File: config.mk
export PLATFORM = sky130hd
export DESIGN_NAME = gan_param_loader_flat
export DESIGN_NICKNAME = d
export VERILOG_FILES = /design/src/rtl/gan_param_loader_pkg.sv /design/src/rtl/gan_param_loader_if.sv /design/src/rtl/gan_param_loader.sv /design/src/flat_wrapper.sv
export SDC_FILE = /design/constraint.sdc
export NUM_CORES = 1
export LEC_CHECK = 0
export CAP_MARGIN = 10
export CORE_AREA = 5 5 486 488
export CTS_CLUSTER_SIZE = 16
export DETAILED_ROUTE_END_ITERATION = 12
export DIE_AREA = 0 0 491 493
export GPL_ROUTABILITY_DRIVEN = 1
export PLACE_DENSITY = 0.43
export RECOVER_POWER = 100
export REMOVE_ABC_BUFFERS = 1
export SLEW_MARGIN = 10
export SYNTH_ARGS = -nofsm -noshare
export SYNTH_HDL_FRONTEND = slang
export SYNTH_SLANG_ARGS = --single-unit
File: constraint.sdc
create_clock -name clk -period 2.6 [get_ports clk]
set_input_delay 0.78 -clock clk [delete_from_list [all_inputs] [get_ports clk]]
set_output_delay 0.78 -clock clk [all_outputs]
set_load 0.01 [all_outputs]
File: src/rtl/gan_param_loader_pkg.sv
// Shared constants, slot map and FSM encoding for the GAN parameter loader.
// Slot indices follow the order in which the host streams parameters.
package gan_param_loader_pkg;

  localparam int WIDTH         = 8;
  localparam int WIDTH_L8      = 77;
  localparam int NUM_PARAMS    = 77;
  localparam int SETTLE_CYCLES = 20;

  localparam int IDX_W = $clog2(NUM_PARAMS + 1);
  localparam int CNT_W = $clog2(SETTLE_CYCLES + 1);

  localparam int IDX_X1    = 0;
  localparam int IDX_W1_11 = 4;
  localparam int IDX_B1_1  = 20;
  localparam int IDX_W2_11 = 24;
  localparam int IDX_B2_1  = 32;
  localparam int IDX_W3_11 = 34;
  localparam int IDX_B3_1  = 36;
  localparam int IDX_W4_11 = 37;
  localparam int IDX_B4_1  = 38;
  localparam int IDX_W5_11 = 39;
  localparam int IDX_B5_1  = 40;
  localparam int IDX_W6_11 = 41;
  localparam int IDX_B6_1  = 43;
  localparam int IDX_W7_11 = 45;
  localparam int IDX_B7_1  = 53;
  localparam int IDX_W8_11 = 57;
  localparam int IDX_B8_1  = 73;
  localparam int IDX_B8_4  = 76;

  typedef logic signed [WIDTH-1:0] param_t;

  typedef enum logic [1:0] {
    ST_IDLE,
    ST_LOAD,
    ST_SETTLE,
    ST_DONE
  } state_t;

endpackage

File: src/rtl/gan_param_loader_if.sv
// Byte-stream valid/ready channel carrying GAN parameters.
// The host drives data; the loader answers with ready.
interface gan_param_loader_if;
  import gan_param_loader_pkg::*;

  logic         s_valid;
  logic         s_ready;
  logic [WIDTH-1:0] s_data;
  logic         s_last;

  modport master (
    output s_valid,
    output s_data,
    output s_last,
    input  s_ready
  );

  modport slave (
    input  s_valid,
    input  s_data,
    input  s_last,
    output s_ready
  );

endinterface

File: src/rtl/gan_param_loader.sv
// Loads a 77-beat parameter frame into a flat bus for the GAN,
// waits for the datapath to settle, then captures its outputs.
module gan_param_loader
  import gan_param_loader_pkg::*;
(
  input  logic clk,
  input  logic rst,
  input  logic start,
  gan_param_loader_if.slave s,
  output logic [NUM_PARAMS*WIDTH-1:0] params_flat,
  output logic params_valid,
  input  logic signed [WIDTH_L8-1:0] gan_out1,
  input  logic signed [WIDTH_L8-1:0] gan_out2,
  input  logic signed [WIDTH_L8-1:0] gan_out3,
  input  logic signed [WIDTH_L8-1:0] gan_out4,
  output logic signed [WIDTH_L8-1:0] res1,
  output logic signed [WIDTH_L8-1:0] res2,
  output logic signed [WIDTH_L8-1:0] res3,
  output logic signed [WIDTH_L8-1:0] res4,
  output logic res_valid,
  output logic busy,
  output logic err
);

  state_t state, state_n;
  logic [IDX_W-1:0] idx, idx_n;
  logic [CNT_W-1:0] cnt, cnt_n;
  logic pv_n, rv_n, err_n;
  logic wr_en, cap;
  logic ready_q;
  logic accept, at_last;
  param_t slot [NUM_PARAMS];

  assign accept  = s.s_valid & ready_q;
  assign at_last = (idx == IDX_W'(NUM_PARAMS - 1));

  always_comb begin
    state_n = state;
    idx_n   = idx;
    cnt_n   = cnt;
    pv_n    = params_valid;
    rv_n    = res_valid;
    err_n   = err;
    wr_en   = 1'b0;
    cap     = 1'b0;
    unique case (state)
      ST_IDLE, ST_DONE: begin
        if (start) begin
          state_n = ST_LOAD;
          idx_n   = '0;
          pv_n    = 1'b0;
          rv_n    = 1'b0;
          err_n   = 1'b0;
        end
      end
      ST_LOAD: begin
        if (accept) begin
          wr_en = 1'b1;
          idx_n = idx + IDX_W'(1);
          if (s.s_last && at_last) begin
            state_n = ST_SETTLE;
            cnt_n   = '0;
            pv_n    = 1'b1;
          end else if (s.s_last || at_last) begin
            // Framing error: keep partial slots, drop back to idle.
            state_n = ST_IDLE;
            err_n   = 1'b1;
          end
        end
      end
      ST_SETTLE: begin
        cnt_n = cnt + CNT_W'(1);
        if (cnt == CNT_W'(SETTLE_CYCLES - 1)) begin
          cap     = 1'b1;
          rv_n    = 1'b1;
          state_n = ST_DONE;
        end
      end
      default: state_n = ST_IDLE;
    endcase
  end

  always_ff @(posedge clk or negedge rst) begin
    if (!rst) begin
      state        <= ST_IDLE;
      idx          <= '0;
      cnt          <= '0;
      ready_q      <= 1'b0;
      params_valid <= 1'b0;
      res_valid    <= 1'b0;
      err          <= 1'b0;
      res1         <= '0;
      res2         <= '0;
      res3         <= '0;
      res4         <= '0;
    end else begin
      state        <= state_n;
      idx          <= idx_n;
      cnt          <= cnt_n;
      ready_q      <= (state_n == ST_LOAD);
      params_valid <= pv_n;
      res_valid    <= rv_n;
      err          <= err_n;
      if (cap) begin
        res1 <= gan_out1;
        res2 <= gan_out2;
        res3 <= gan_out3;
        res4 <= gan_out4;
      end
    end
  end

  always_ff @(posedge clk or negedge rst) begin
    if (!rst) begin
      for (int k = 0; k < NUM_PARAMS; k++) begin
        slot[k] <= '0;
      end
    end else if (wr_en) begin
      slot[idx] <= s.s_data;
    end
  end

  for (genvar k = 0; k < NUM_PARAMS; k++) begin : g_flat
    assign params_flat[k*WIDTH +: WIDTH] = slot[k];
  end

  assign s.s_ready = ready_q;
  assign busy = (state == ST_LOAD) || (state == ST_SETTLE);

endmodule

File: src/flat_wrapper.sv
// flat-port wrapper written by rule: the top's interface ports become plain ports
module gan_param_loader_flat import gan_param_loader_pkg::*;
  (clk, rst, start, params_flat, params_valid, gan_out1, gan_out2, gan_out3, gan_out4, res1, res2, res3, res4, res_valid, busy, err, s_s_valid, s_s_data, s_s_last, s_s_ready);
  gan_param_loader_if s_i ();
  input  logic clk;
  input  logic rst;
  input  logic start;
  output logic [NUM_PARAMS*WIDTH-1:0] params_flat;
  output logic params_valid;
  input  logic signed [WIDTH_L8-1:0] gan_out1;
  input  logic signed [WIDTH_L8-1:0] gan_out2;
  input  logic signed [WIDTH_L8-1:0] gan_out3;
  input  logic signed [WIDTH_L8-1:0] gan_out4;
  output logic signed [WIDTH_L8-1:0] res1;
  output logic signed [WIDTH_L8-1:0] res2;
  output logic signed [WIDTH_L8-1:0] res3;
  output logic signed [WIDTH_L8-1:0] res4;
  output logic res_valid;
  output logic busy;
  output logic err;
  input wire logic [$bits(s_i.s_valid)-1:0] s_s_valid;
  input wire logic [$bits(s_i.s_data)-1:0] s_s_data;
  input wire logic [$bits(s_i.s_last)-1:0] s_s_last;
  output wire logic [$bits(s_i.s_ready)-1:0] s_s_ready;
  assign s_i.s_valid = s_s_valid;
  assign s_i.s_data = s_s_data;
  assign s_i.s_last = s_s_last;
  assign s_s_ready = s_i.s_ready;
  gan_param_loader u_core (.clk(clk), .rst(rst), .start(start), .s(s_i), .params_flat(params_flat), .params_valid(params_valid), .gan_out1(gan_out1), .gan_out2(gan_out2), .gan_out3(gan_out3), .gan_out4(gan_out4), .res1(res1), .res2(res2), .res3(res3), .res4(res4), .res_valid(res_valid), .busy(busy), .err(err));
endmodule
==> impl_metrics.env <==
export IMPL_outcome="completed"
export IMPL_synth_main_ff_cell="sky130_fd_sc_hd__dfrtp_1"
export IMPL_share_comb_of_total_power_pct=9.0
export IMPL_path_cells="clkdlybuf4s50_1, buf_4, and4b_1, nand3_1, clkbuf_2, nor2_2, clkbuf_4, mux2_2"
export IMPL_pwr_density_cell_nw_per_um2=616
export IMPL_drtAntennaViolNets=0
export IMPL_drtPass1Iterations=5
export IMPL_gr_usage_all_layers_pct=15.6
export IMPL_cpLargestDelayFamily="buffers and inverters"
export IMPL_cts_htree_levels=3
export IMPL_clock_power_share_pct=47.3
export IMPL_timing_critical_path_from="s_s_valid"
export IMPL_number_of_flip_flops_and_latches_in_the_synthesized_netlist=942
export IMPL_first_global_vias=26600
export IMPL_worst_path_arrival_time_ps=3160
export IMPL_period_minus_slack_ps=2520
export IMPL_antenna_found_initial=89
export IMPL_placeableCoreArea_um2=231000
export IMPL_setup_violations_final=0
export IMPL_p_switching_w=0.00881
export IMPL_worst_hold_path_type="primary input to flop"
export IMPL_clockBufferDepth=3
export IMPL_syn_area_per_cell_um2=16.4
export IMPL_worst_r2r_endpoint="u_core.params_flat[424]"
export IMPL_insertion_delay_ps=740
export IMPL_row_count=177
export IMPL_cp_slowest_cell="sky130_fd_sc_hd__clkdlybuf4s50_1"
export IMPL_final_area_um2=56800
export IMPL_max_transition_margin_pct=26.0
export IMPL_die_area_um2=242000
export IMPL_starting_density_of_the_core_pct=15.4
export IMPL_fmax_mhz=397
export IMPL_power_switching_fraction_pct=25.2
export IMPL_die_h_um=493
export IMPL_rsz_0062_raised_after_global_routing="no"
export IMPL_wl_per_cell_um=28.6
export IMPL_finish_net_count=3962
export IMPL_cts_num_sinks=942
export IMPL_reg2regPathDepth=8
export IMPL_grt_remaining_overflow=0
export IMPL_final_period_utilization_pct=97.0
export IMPL_yosysSeqAreaShare_pct=66.0
export IMPL_place_hpwl_um=154000
export IMPL_maxSlewViolCount=0
export IMPL_timing_critical_path_required_ps=3240
export IMPL_crit_path_end="u_core.params_flat[424]"
export IMPL_synth_warning_count=0
export IMPL_ys_async_sr_fraction_pct=100
export IMPL_tightestPinTransition_ps=1110
export IMPL_synth_distinct_cells=40
export IMPL_synth_enable_flop_cells=0
export IMPL_reg2reg_slack_ps=130
export IMPL_worstReg2RegStart="u_core.state[1]"
export IMPL_most_common_library_cell_in_the_layout_ignoring_fill_and_taps="sky130_fd_sc_hd__dfrtp_1"
export IMPL_critical_path_cell_count=8
export IMPL_whs_ps=335
export IMPL_drv_max_cap_violation_count=0
export IMPL_total_power_w=0.0350
export IMPL_grt_first_pass_wirelength_um=259000
export IMPL_power_frac_seq_pct=43.8
export IMPL_drt_drc_violations_left=0
export IMPL_die_width_um=491
export IMPL_power_static_leakage_nw=27.6
export IMPL_cts_buffers=116
export IMPL_power_internal_w=0.0262
export IMPL_hold_violations=0
export IMPL_drive_gt1_share_pct=35.2
export IMPL_cts_tree="built"
export IMPL_timing_worst_setup_path_type="primary input to flop"
export IMPL_cts_reportedPaths_clkPinSlew_ps=60
export IMPL_dpl_cell_area_um2=54200
export IMPL_worst_path_buffer_plus_inverter_count=4
export IMPL_areaGrowthSynthToFinish_pct=59.0
export IMPL_vdd_ir_drop_max_v=0.000523
export IMPL_synthesized_cell_area_um2=35700
export IMPL_delay_contributed_by_the_slowest_stage_of_the_critical_path_ps=610
export IMPL_final_setup_skew_ps=44.3
export IMPL_violation_count_after_the_first_detailed_routing_iteration=1121
export IMPL_routed_via_count=25300
export IMPL_clock_tree_root_cell="sky130_fd_sc_hd__clkbuf_16"
export IMPL_io_buffer_count=1249
export IMPL_grt_max_degree=87
export IMPL_layout_common_cells="sky130_fd_sc_hd__dfrtp_1, sky130_fd_sc_hd__mux2_2, sky130_fd_sc_hd__clkdlybuf4s50_1, sky130_fd_sc_hd__dlygate4sd2_1, sky130_fd_sc_hd__clkbuf_16"
export IMPL_detail_route_wirelength_um=194000
export IMPL_critical_path_startpoint_type="primary input"
export IMPL_drt_vias_per_instance=3.73
export IMPL_boundaryPins=1250
export IMPL_worst_path_max_fanout=9
export IMPL_syn_instance_count=2183
export IMPL_finalWeightedCongestion=0.908
export IMPL_critPathCaptureType="flop"
state kept, by name, summed over array words and instances, names as in the netlist:
signal               cells
u_core.res_valid         1
u_core.res1             77
u_core.res3             77
u_core.params_valid      1
u_core.state             2
u_core.cnt               5
u_core.res2             77
u_core.err               1
u_core.s.s_ready         1
u_core.params_flat     616
u_core.idx               7
u_core.res4             77
power by group through the flow:
stage / Combinational, W / Sequential [W] / Clock, W
after floorplan: 0.000627 / 0.0157 / 0
after global placement: 0.00335 / 0.0156 / 0
after detailed placement: 0.00336 / 0.0156 / 0
after CTS: 0.00336 / 0.0153 / 0.0172
after global routing: 0.00339 / 0.0153 / 0.0178
final: 0.00314 / 0.0153 / 0.0165
Yosys cell counts (3+ instances only):
cell	instances	area, um2
sky130_fd_sc_hd__nand3b_1	3	22.5
sky130_fd_sc_hd__dfrtp_1	942	23600
sky130_fd_sc_hd__nand2b_1	4	25.0
sky130_fd_sc_hd__ha_1	5	62.6
sky130_fd_sc_hd__inv_1	8	30.0
sky130_fd_sc_hd__nor2_2	58	363
sky130_fd_sc_hd__nor3_1	5	25.0
sky130_fd_sc_hd__a21oi_1	5	25.0
sky130_fd_sc_hd__nand2_1	18	67.6
sky130_fd_sc_hd__mux2_2	916	10300
sky130_fd_sc_hd__nand4_1	4	25.0
sky130_fd_sc_hd__nor2_1	21	78.8
sky130_fd_sc_hd__mux2_4	8	120
sky130_fd_sc_hd__nor2b_1	3	18.8
sky130_fd_sc_hd__or2_2	3	18.8
sky130_fd_sc_hd__xnor2_1	6	52.6
sky130_fd_sc_hd__o21ai_0	9	45.0
sky130_fd_sc_hd__or4_1	4	30.0
sky130_fd_sc_hd__nand3_1	14	70.1
sky130_fd_sc_hd__clkbuf_1	77	289
sky130_fd_sc_hd__buf_2	43	215
worst min path at each step:
| stage | startpoint | to | slack, ps | cells past startpoint |
|---|---|---|---|---|
| floorplan | u_core.cnt[4] | u_core.cnt[4] | 450 | 1 |
| global placement | u_core.cnt[4] | u_core.cnt[4] | 470 | 1 |
| detailed placement | u_core.cnt[4] | u_core.cnt[4] | 480 | 1 |
| CTS | s_s_data[0] | u_core.params_flat[88] | 210 | 2 |
| global route | s_s_data[0] | u_core.params_flat[464] | 260 | 2 |
| finish | s_s_data[0] | u_core.params_flat[88] | 330 | 2 |
what timing repair did:
action,CTS,global route
pin swaps,1,1
setup endpoints to repair,370,15
gates resized for setup,384,9
hold buffers,1,0
setup buffers,2,2
cloned,0,0
endpoints found under the hold margin,10,0
stage by stage:
stage                     std cells  TNS [ps]  setup WS (ps)  util, %
final                          6790         0           78.0     24.5
after global routing           6776         0           3.16     24.5
after CTS                      6771     -67.7          -67.7     24.9
after detailed placement       6556   -232280           -648     23.4
after global placement         6556   -242580           -679     23.4
after floorplan                2062  -6617020         -21290        -
cell families after synthesis:
family	synth area share, %
XOR/XNOR	0.147
buffers and inverters	1.52
adder cells (fa/ha/maj)	0.175
AND/OR/NAND/NOR	2.40
AO/OA/AOI/OAI	0.459
flip-flops	66.0
multiplexers	29.3
area by class of cell:
cell class | count | area (um2)
inverters | 8 | 32.5
repair buffers | 1456 | 13900
clock buffers | 180 | 3440
fillers | 24300 | 175000
diodes | 17 | 42.5
clock inverters | 32 | 457
multi-input cells | 1112 | 11500
flip-flops and latches | 942 | 23600
well taps | 3043 | 3810
layer usage:
layer | vias to the layer above | track usage, % | wire length (um)
met4 | 76 | 3.33 | 4060
met1 | 13300 | 18.7 | 78700
met5 | - | 0 | 500
li1 | 10700 | - | -
met3 | 276 | 6.63 | 17800
met2 | 949 | 26.0 | 93400
Note: power is estimated with default switching activity, not from simulation.
